===== config.mk =====
export PLATFORM = sky130hd
export DESIGN_NAME = regfile_wb_arbiter
export DESIGN_NICKNAME = d
export VERILOG_FILES = /design/src/rtl/regfile_wb_arbiter.sv
export SDC_FILE = /design/constraint.sdc
export NUM_CORES = 1
export LEC_CHECK = 0
export ABC_AREA = 1
export BUFFER_PORTS_ARGS = -buffer_cell sky130_fd_sc_hd__buf_2
export CORE_MARGIN = 2
export CORE_UTILIZATION = 35
export CTS_BUF_LIST = sky130_fd_sc_hd__clkbuf_16
export DETAILED_ROUTE_END_ITERATION = 7
export GPL_TIMING_DRIVEN = 0
export PLACE_DENSITY = 0.75
export SLEW_MARGIN = 25
export SYNTH_ARGS = -nofsm -noshare
export SYNTH_HDL_FRONTEND = slang
export SYNTH_SLANG_ARGS = --single-unit

===== constraint.sdc =====
create_clock -name clk -period 1.75 [get_ports clk]
set_input_delay 0.0875 -clock clk [delete_from_list [all_inputs] [get_ports clk]]
set_output_delay 0.0875 -clock clk [all_outputs]
set_load 0.005 [all_outputs]

===== src/rtl/regfile_wb_arbiter.sv =====
// Two-requester round-robin writeback arbiter that drives a registered register-file write port.
// Optional post-reset clear sweep of registers 1..NUM_REG-1 is enabled with REGFILE_WB_INIT_CLEAR_EN.
module regfile_wb_arbiter #(
    parameter  int NUM_REG = 32,
    parameter  int WIDTH   = 32,
    localparam int AW      = $clog2(NUM_REG)
) (
    input  logic             clk,
    input  logic             reset,
    input  logic             req0_valid,
    input  logic [AW-1:0]    req0_addr,
    input  logic [WIDTH-1:0] req0_data,
    output logic             req0_ready,
    input  logic             req1_valid,
    input  logic [AW-1:0]    req1_addr,
    input  logic [WIDTH-1:0] req1_data,
    output logic             req1_ready,
    output logic             rf_we,
    output logic [AW-1:0]    rf_wa,
    output logic [WIDTH-1:0] rf_wd,
    output logic             init_busy
);

    logic             r_we;
    logic [AW-1:0]    r_wa;
    logic [WIDTH-1:0] r_wd;
    logic             r_ptr;
    logic             w_run;
    logic             w_gnt0;
    logic             w_gnt1;
    logic             w_both;
    logic [AW-1:0]    w_addr;
    logic [WIDTH-1:0] w_data;

`ifdef REGFILE_WB_INIT_CLEAR_EN
    typedef enum logic {ST_INIT, ST_RUN} state_t;
    localparam logic [AW-1:0] LAST_ADDR = AW'(NUM_REG - 1);
    state_t        r_state;
    logic [AW-1:0] r_cnt;

    assign w_run     = (r_state == ST_RUN) & ~reset;
    assign init_busy = (r_state == ST_INIT);
`else
    assign w_run     = ~reset;
    assign init_busy = 1'b0;
`endif

    // r_ptr=0 favours requester 0 on contention
    assign w_both     = w_run & req0_valid & req1_valid;
    assign w_gnt0     = w_run & req0_valid & (~req1_valid | ~r_ptr);
    assign w_gnt1     = w_run & req1_valid & (~req0_valid | r_ptr);
    assign req0_ready = w_gnt0;
    assign req1_ready = w_gnt1;
    assign w_addr     = w_gnt1 ? req1_addr : req0_addr;
    assign w_data     = w_gnt1 ? req1_data : req0_data;

    always_ff @(posedge clk or posedge reset) begin
        if (reset) begin
            r_we    <= 1'b0;
            r_wa    <= '0;
            r_wd    <= '0;
            r_ptr   <= 1'b0;
`ifdef REGFILE_WB_INIT_CLEAR_EN
            r_state <= ST_INIT;
            r_cnt   <= AW'(1);
`endif
        end else begin
`ifdef REGFILE_WB_INIT_CLEAR_EN
            if (r_state == ST_INIT) begin
                r_we <= 1'b1;
                r_wa <= r_cnt;
                r_wd <= '0;
                if (r_cnt == LAST_ADDR) r_state <= ST_RUN;
                else                    r_cnt   <= r_cnt + AW'(1);
            end else
`endif
            begin
                // address 0 is hardwired: handshake completes but no write issues
                r_we <= (w_gnt0 | w_gnt1) & (w_addr != '0);
                if ((w_gnt0 | w_gnt1) && (w_addr != '0)) begin
                    r_wa <= w_addr;
                    r_wd <= w_data;
                end
                if (w_both) r_ptr <= ~r_ptr;
            end
        end
    end

    assign rf_we = r_we;
    assign rf_wa = r_wa;
    assign rf_wd = r_wd;

endmodule

==> run metrics, run 1 <==
outcome complete, no violations; Post-DP HPWL 4543 um; Routed Wire Length 6019 um; hold_sp req1_valid; Boundary Pins 119; metal2 WL 3092 um; final instance area 3085 um^2; Setup crit end kind output port; via count of the first global-routing pass 2,097; met3 WL 340 um; antenna-violating nets left 0; die outline width 82.05 um; P_leak 1.929 nW; Clk Latency, worst-skew pair 0.27 ns; Hold Crit Depth 3; wire length on met1 2573 um; Worst Path Arrival 1.54 ns; Max Cap Viol 0; Mean Syn Cell Area 6.900 um^2; Setup TNS 0 ns; Post-Place Cell Area 2839 um^2; htree depth 2; global-route usage over all layers 17.96%; CP Cell Sequence inv_2, nand2_4, nand2_4, buf_2, inv_1, buf_4, buf_2; r2r startpoint r_ptr$_DFFE_PP0P_; Yosys warnings 0; Post-Syn Area 2132 um^2; CP max stage delay 0.40 ns; Final Hold Fails 0; nets@finish 521; root buffer cell clkbuf_16; Seq/Total Area, Yosys 45.77%; Power Dens Cells 891.3 nW/um^2; flop2flop setup slack 0.13 ns; Die Y 82.05 um; CTS tree built; ANT cells 0; Final Wtd Congestion 0.8070; hold path endpoint r_ptr$_DFFE_PP0P_; synthesized instance count 309; crit path max-delay cell type dfrtp_1; input/output buffers 117; DR DRC count 0; via/cell ratio 4.516; area delta synth->final 44.72%; Top Metal Used met4; Crit path max-delay family buffers and inverters; worst r2r path cells 11; initial antenna violation count 0; row cnt 28; count of pins over their slew limit 0; minimum clock period 1.630 ns; CP Class register to output port; vias 2,335; syn nets 387; worst reg2reg path endpoint rf_wa[0]$_DFFE_PP0P_; global route overflow 0; largest net degree at the start of global routing 23; 1st-iter DRT viols 104; maximum vdd drop 0.0004211 V; first-pass GRT wire length 9370 um; FF+latch count, synth 39; final setup vio count 0; DIE AREA 6732 um^2; Setup crit start kind register; CP required 1.66 ns; drt wl/cell 11.64 um; worst path bufs/invs 5; maximum clock frequency 613.4 MHz; CTS buffer count 5; Final Core Density 52.11%; post-layout power 2.750 mW; clk buf depth 2; # clock sinks 39; Worst-path clk slew 0.05 ns; Initial Util 36.01%; post-synthesis cell type count 21; clock skew 0.004585 ns; minimum hold slack 0.1287 ns; layout cells sized above 1 35.52%; Hold/Removal Path Class input pin to register; Critical Path Fanout Max 10; part of the cycle the worst path needs 93.15%; Core ar. 5921 um^2; router iterations before antenna repair 7
layout make-up:
type / instances / area (um^2)
buffer: 18 / 142.6
timing repair buffer: 127 / 678.2
clock buffer: 5 / 125.1
clock inverter: 1 / 3.754
tap: 75 / 93.84
multi-input combinational: 235 / 1002
inverter: 17 / 63.81
fill: 646 / 2835
sequential: 39 / 975.9
placed cells by master (no fill, tap or decap):
cell type,count
a211oi_1,1
a21oi_2,1
buf_1,1
buf_16,1
buf_2,121
buf_4,8
buf_6,5
buf_8,2
clkbuf_1,4
clkbuf_16,5
clkbuf_2,1
clkbuf_4,1
conb_1,1
dfrtp_1,39
dlygate4sd3_1,1
inv_1,15
inv_2,3
nand2_1,181
nand2_4,3
nand3_1,39
nand3b_1,2
nor2_2,1
nor2_4,1
o21ai_2,1
o21bai_2,1
or2_2,2
xor2_1,1
tightest hold or removal path: stages:
cell     delay, ns
buf_2         0.12
nand3_1       0.09
xor2_1        0.06
Yosys cell counts:
cell	count	area, um^2
a211oi_1	1	7.510
a21oi_2	1	8.760
buf_1	1	3.750
buf_2	7	35.03
buf_4	1	7.510
buf_6	4	45.04
clkbuf_1	5	18.77
conb_1	1	3.750
dfrtp_1	39	975.9
inv_1	16	60.06
inv_2	1	3.750
nand2_1	182	683.2
nand2_2	2	12.51
nand3_1	39	195.2
nand3b_1	2	15.01
nor2_1	1	3.750
nor2_4	1	11.26
o21ai_2	1	8.760
o21bai_2	1	11.26
or2_2	2	12.51
xor2_1	1	8.760
through the flow:
stage          instances  worst slack, ns
6_report             517           0.1199
5_1_grt              517        -0.004356
4_1_cts              513         0.005493
3_5_place_dp         502         -0.06023
3_3_place_gp         501          -0.1773
2_1_floorplan        309           0.2340
routing by layer:
| layer | global-route usage [%] | vias to the layer above |
|---|---|---|
| met3 | 3.297 | 2 |
| li1 | - | 1213 |
| met5 | 0 | - |
| met2 | 32.85 | 75 |
| met1 | 22.05 | 1045 |
| met4 | 3.333 | 0 |
power breakdown:
part / leakage [nW] / internal, mW / switching [mW] / total (mW)
clock network: 0.0669 / 0.506 / 0.304 / 0.810
logic: 1.38 / 0.368 / 0.423 / 0.791
registers: 0.481 / 1.06 / 0.0883 / 1.15
flip-flops by register name, summed over array words and instances, names as in the netlist:
signal	cells
rf_we	1
rf_wa	5
rf_wd	32
r_ptr	1
cell families (layout without fill, tap and decap cells):
logic type      Yosys count  count (layout)  share of synthesized area (%)
compound gates            4               4                          1.702
simple gates            229             229                          43.78
other cells               1               1                         0.1759
xor+xnor                  1               1                         0.4109
flops                    39              39                          45.77
buf+inv                  35             168                          8.157
worst max path at each step:
stage                            from                     to  slack (ns)  cells past startpoint
global placement                reset      r_ptr$_DFFE_PP0P_       -0.18                      4
floorplan           r_ptr$_DFFE_PP0P_  rf_wd[10]$_DFFE_PP0P_        0.23                     12
global route        r_ptr$_DFFE_PP0P_   rf_wa[0]$_DFFE_PP0P_      -0.004                     12
finish              r_ptr$_DFFE_PP0P_             req1_ready        0.12                      7
CTS                 r_ptr$_DFFE_PP0P_             req1_ready       0.005                      7
detailed placement  r_ptr$_DFFE_PP0P_   rf_wd[5]$_DFFE_PP0P_       -0.06                     12
timing repair:
action / in CTS / in global routing
gates resized for setup: 4 / 15
pin swaps: 1 / 3
hold endpoints to repair: 17 / 0
cloned: 0 / 2
hold buffers: 1 / 0
buffers inserted: 4 / 2
endpoints found under the setup margin: 34 / 38
No activity file was read; power rests on OpenSTA's default activity.
==> run 2, diff against run 1 <==
BUFFER_PORTS_ARGS = default   (was -buffer_cell sky130_fd_sc_hd__buf_2)
CORE_UTILIZATION = 25   (was 35)
DONT_BUFFER_PORTS = 1   (was default)
PLACE_DENSITY = 0.47   (was 0.75)
==> run 2 against run 1 <==
Effect of this change: die area grew 38%; hold slack got worse by 0.088 ns; power up 0.36%; worst setup slack better by 0.00090 ns; sequential power increased by 3%; final area decreased by 17%; final cell count is 16% lower; routed wire length up 1.7%; combinational power fell by 32%; critical path type is now register to register; critical endpoint is now rf_wd[1]$_DFFE_PP0P_; highest routed layer unchanged.
==> run metrics, run 2 (synthesis results as in run 1) <==
outcome complete, no violations; Final Wtd Congestion 0.7095 (-12%); initial antenna violation count 0 (unchanged); sequential share of power 43.2% (+1.4 points); Worst Max-Slew Pin Slew 0.5152 ns; minimum clock period 1.629 ns (-0.0009040 ns); Final Hold Fails 0 (unchanged); Worst Path Arrival 1.84 ns (+0.30 ns); Comb pwr share 19.6% (-9.2 points); Max Cap Viol 0 (unchanged); layout cells sized above 1 12.54% (-23 points); met3 WL 519 um (+53%); most frequent cells in the layout nand2_1, nand3_1, dfrtp_1; Placed Instances 415 (-17%); CP required 1.96 ns (+0.30 ns); first-pass GRT wire length 9453 um (+0.89%); ANT cells 0 (unchanged); largest net degree at the start of global routing 24 (+4.3%); Routed Wire Length 6124 um (+1.7%); global-route usage over all layers 13.52% (-4.4 points); CP Class register to register; htree depth 2 (unchanged); Clk Latency, worst-skew pair 0.28 ns (about the same); Setup crit start kind register; global route overflow 0 (unchanged); via/cell ratio 4.424 (-2.1%); Clk pwr share 37.2% (+7.8 points); wire length on met1 2684 um (+4.3%); Power Dens Cells 1074 nW/um^2 (+20%); Switch Pwr 0.8200 mW (+0.61%); most frequent CP cell nand2_1; clk buf depth 2 (unchanged); footprint of the multi-input gates 1002 um^2 (unchanged); root buffer cell clkbuf_16; Die Y 96.35 um (+17%); DIE AREA 9283 um^2 (+38%); Boundary Pins 119 (unchanged); row cnt 33 (+18%); CTS buffer count 5 (unchanged); most common cell after layout, fill and taps aside nand2_1; CP Cell Sequence inv_2, nand2_4, nand2_4, buf_8, nand2_1, nand2_1, nand3_1, o21bai_2, buf_6, buf_6, nand2_1, nand2_1; Post-Place Cell Area 2283 um^2 (-20%); Slew headroom 65.65%; fill count 942 (+46%); Top Metal Used met4; crit path max-delay cell type dfrtp_1; 1st-iter DRT viols 59 (-43%); Crit path max-delay family buffers and inverters; Final Non-Filler Cells 432 (-16%); Initial Util 25.82% (-10 points); input/output buffers 0 (-100%); vias 1,911 (-18%); count of pins over their slew limit 0 (unchanged); CTS tree built; final instance area 2570 um^2 (-17%); die outline width 96.35 um (+17%); Setup crit end kind register; Worst-path clk slew 0.06 ns (about the same); P_leak 1.464 nW (-24%); via count of the first global-routing pass 1,832 (-13%); maximum vdd drop 0.0003580 V (-15%); switching share of power 29.71% (+0.076 points); CP max stage delay 0.40 ns (about the same); internal power 1.940 mW (+0.25%); Setup TNS 0 ns (unchanged); clock skew 0.004531 ns (-0.00005387 ns); area delta synth->final 20.54%; Largest register FFs 32 (unchanged); nets@finish 404 (-22%); antenna-violating nets left 0 (unchanged); Critical Path Fanout Max 10 (unchanged); register area 975.9 um^2 (unchanged); DR DRC count 0 (unchanged); final setup vio count 0 (unchanged); metal2 WL 2880 um (-6.9%); worst path bufs/invs 4 (-1); Hold/Removal Path Class input pin to register; maximum clock frequency 613.8 MHz (about the same); router iterations before antenna repair 4 (-3); part of the cycle the worst path needs 93.10% (about the same); # clock sinks 39 (unchanged); drt wl/cell 14.18 um (+22%); Core ar. 8258 um^2 (+39%); Post-DP HPWL 4602 um (+1.3%)
-- run 2: changes by cell type in the layout (fill, tap and decap cells not counted), sizes merged --
cell         change
buf            -119
bufinv           +1
dlygate4sd3      +2
inv              -1
clkinv           +2
-- run 2: layer usage --
layer,vias to the layer above,global-route usage [%]
li1,975,-
met1,859,17.81
met2,73,21.53
met3,4,4.385
met4,0,3.169
met5,-,0
-- run 2: path summary, 6_finish.rpt --
kind / startpoint / slack, ns / endpoint / depth (start not counted)
min in group asynchronous: reset / 0.26 / rf_wd[21]$_DFFE_PP0P_ / 2
worst min register to register: rf_wd[3]$_DFFE_PP0P_ / 0.50 / rf_wd[3]$_DFFE_PP0P_ / 2
worst min-delay path: req1_data[21] / 0.04 / rf_wd[21]$_DFFE_PP0P_ / 4
worst max register to register: r_ptr$_DFFE_PP0P_ / 0.12 / rf_wd[1]$_DFFE_PP0P_ / 12
worst max-delay path: r_ptr$_DFFE_PP0P_ / 0.12 / rf_wd[1]$_DFFE_PP0P_ / 12
max in group asynchronous: reset / 1.02 / rf_wd[27]$_DFFE_PP0P_ / 3
-- run 2: worst min-delay path, cell delays in order --
cell and delay, ns:
nand2_1 0.04, nand2_1 0.04, nand3_1 0.07, nand2_1 0.05
-- run 2: what timing repair did --
action                                  4_1_cts  5_1_grt
pin swaps                                     1        4
resized for setup                             4       14
endpoints found under the setup margin       34       37
setup buffers                                 3        3
endpoints found under the hold margin        18        0
hold buffers                                  3        0
-- run 2: final cells by class --
cell class / count / share of cell area (%)
clock buffer: 5 / 4.869
inverter: 17 / 2.483
multi-input combinational: 235 / 39.00
tap: 105 / 5.112
sequential: 39 / 37.97
clock inverter: 3 / 1.509
buffer: 18 / 5.355
timing repair buffer: 10 / 3.700
-- run 2: power groups by stage --
stage          Sequential, mW  Combinational (mW)  Clock (mW)
6_report                 1.19               0.540        1.03
5_1_grt                  1.22               0.631        1.11
4_1_cts                  1.20               0.512        1.06
3_5_place_dp             1.21               0.496           0
3_3_place_gp             1.21               0.479           0
2_1_floorplan            1.17               0.385           0
-- run 2: metrics by stage --
step	power, mW	worst slack [ns]	hold slack (ns)	utilization (%)
2_1_floorplan	1.552	0.2340	0.2089	-
3_5_place_dp	1.706	-0.09877	0.002570	27.65
3_3_place_gp	1.689	-0.1713	0.2139	27.41
4_1_cts	2.773	-0.01901	0.03482	30.39
6_report	2.760	0.1208	0.04058	31.12
5_1_grt	2.953	-0.0007268	0.05682	31.12
==> run 3, diff against run 2 <==
CORE_MARGIN = 4   (was 2)
CORE_UTILIZATION = 45   (was 25)
PLACE_DENSITY = 0.69   (was 0.47)
==> run 3 against run 2 <==
Effect of this change: clock power shrank 20%; sequential power about the same; clock skew decreased by 0.00063 ns; non-clock buffer count fell by 1; via count down 1.7%; flip-flop and latch count stayed put; worst setup slack worse by 0.025 ns; utilization up 24 points; hold slack gained 0.0085 ns; count of clock-buffer cells in the layout did not move; critical path type unchanged; critical endpoint is now rf_wd[4]$_DFFE_PP0P_; largest cell class unchanged.
==> run metrics, run 3 (synthesis results as in run 1) <==
outcome complete, no violations; clk buf depth 2 (unchanged); Final Wtd Congestion 0.7105 (+0.14%); Boundary Pins 119 (unchanged); crit path max-delay cell type dfrtp_1; Setup crit end kind register; Worst Path Arrival 1.86 ns (+0.02 ns); CP Cell Sequence inv_2, nand2_4, nand2_4, buf_6, nand2_1, nand2_2, nand3_1, o21bai_2, buf_6, buf_6, nand2_1, nand2_1; CTS buffer count 5 (unchanged); part of the cycle the worst path needs 94.55% (+1.5 points); row cnt 24 (-27%); Final Core Density 55.26% (+24 points); most frequent cells in the layout nand2_1, nand3_1, dfrtp_1; Power Dens Cells 1031 nW/um^2 (-4.0%); DR DRC count 0 (unchanged); layout cells sized above 1 12.04% (-0.50 points); CP required 1.96 ns (about the same); RSZ-0062 raised after global routing true; count of pins over their slew limit 0 (unchanged); Critical Path Fanout Max 10 (unchanged); antenna-violating nets left 0 (unchanged); CP Class register to register; Die Y 76.83 um (-20%); DIE AREA 5903 um^2 (-36%); P_leak 1.446 nW (-1.3%); maximum clock frequency 604.3 MHz (-1.5%); Setup crit start kind register; vias 1,878 (-1.7%); Initial Util 47.65% (+22 points); Post-DP HPWL 4031 um (-12%); root buffer cell clkbuf_16; maximum vdd drop 0.0004604 V (+29%); die outline width 76.83 um (-20%); global-route usage over all layers 18.99% (+5.5 points); area delta synth->final 15.96%; clock skew 0.003898 ns (-0.0006337 ns); Final Hold Fails 0 (unchanged); 1st-iter DRT viols 79 (+34%); first-pass GRT wire length 8942 um (-5.4%); global route overflow 0 (unchanged); via count of the first global-routing pass 1,801 (-1.7%); Hold/Removal Path Class input pin to register; htree depth 2 (unchanged); Routed Wire Length 5504 um (-10%); initial antenna violation count 0 (unchanged); Worst Max-Slew Pin Slew 0.5128 ns (-0.002427 ns); CP max stage delay 0.39 ns (about the same); router iterations before antenna repair 4 (unchanged); via/cell ratio 4.995 (+13%); post-layout power 2.550 mW (-7.6%); Clk Latency, worst-skew pair 0.27 ns (about the same); Largest register FFs 32 (unchanged); input/output buffers 0 (unchanged); nets@finish 403 (-0.25%); ANT cells 0 (unchanged); Slew headroom 65.82% (+0.16 points); CTS tree built; drt wl/cell 14.64 um (+3.3%); minimum clock period 1.655 ns (+0.02546 ns); minimum hold slack 0.04903 ns (+0.008455 ns); # clock sinks 39 (unchanged); most common cell after layout, fill and taps aside nand2_1; final setup vio count 0 (unchanged); Max Cap Viol 0 (unchanged); fill count 458 (-51%); Core ar. 4474 um^2 (-46%); Worst-path clk slew 0.05 ns (about the same); largest net degree at the start of global routing 23 (-4.2%)
run 3: area by class of cell:
| type | count | area [um^2] | share of cell area [%] |
|---|---|---|---|
| buffer | 17 | 131.4 | 5.314 |
| tap | 52 | 65.06 | 2.632 |
| multi-input combinational | 235 | 1007 | 40.74 |
| inverter | 17 | 63.81 | 2.581 |
| sequential | 39 | 975.9 | 39.47 |
| clock inverter | 1 | 3.754 | 0.1518 |
| clock buffer | 5 | 125.1 | 5.061 |
| timing repair buffer | 10 | 100.1 | 4.049 |
run 3: where the power goes:
| group | switching, mW | internal, mW |
|---|---|---|
| clock | 0.314 | 0.506 |
| sequential | 0.132 | 1.06 |
| combinational | 0.322 | 0.215 |
| total | 0.768 | 1.78 |
run 3: repair_timing:
item | in CTS | in global routing
gates cloned | 0 | 1
hold endpoints to repair | 21 | 0
hold buffers | 3 | 0
pin swaps | 1 | 4
endpoints found under the setup margin | 33 | 37
buffers inserted | 3 | 2
gates resized for setup | 4 | 12
run 3: per-stage QoR:
step / cell area [um^2] / cells / setup TNS [ns] / setup slack, ns
2_1_floorplan: 2132 / 309 / 0 / 0.2340
3_3_place_gp: 2197 / 361 / -0.4350 / -0.05701
3_5_place_dp: 2225 / 362 / -0.9929 / -0.04615
4_1_cts: 2416 / 374 / 0 / 0.02020
5_1_grt: 2472 / 376 / -0.1311 / -0.02170
6_report: 2472 / 376 / 0 / 0.09530
run 3: final timing paths:
check	from	end	slack [ns]	cells past startpoint
min	req1_data[23]	rf_wd[23]$_DFFE_PP0P_	0.05	4
min reg2reg	rf_wd[16]$_DFFE_PP0P_	rf_wd[16]$_DFFE_PP0P_	0.50	2
max in group asynchronous	reset	rf_wd[7]$_DFFE_PP0P_	0.99	3
max	r_ptr$_DFFE_PP0P_	rf_wd[4]$_DFFE_PP0P_	0.1	12
max reg2reg	r_ptr$_DFFE_PP0P_	rf_wd[4]$_DFFE_PP0P_	0.1	12
min in group asynchronous	reset	rf_wd[24]$_DFFE_PP0P_	0.30	2
run 3: routing by layer:
metal	track usage [%]	vias to the layer above	routed length, um
met3	6.909	6	542
li1	-	971	-
met5	0	-	0
met1	23.39	811	2257
met2	31.71	90	2660
met4	4.348	0	44
run 3: critical path: cells and delay by family (launching register included):
kind / cells / cell delay, ns
AOI/OAI and AO/OA: 1 / 0.18
buffers and inverters: 4 / 0.49
DFF: 1 / 0.39
and+or+nand+nor: 7 / 0.52
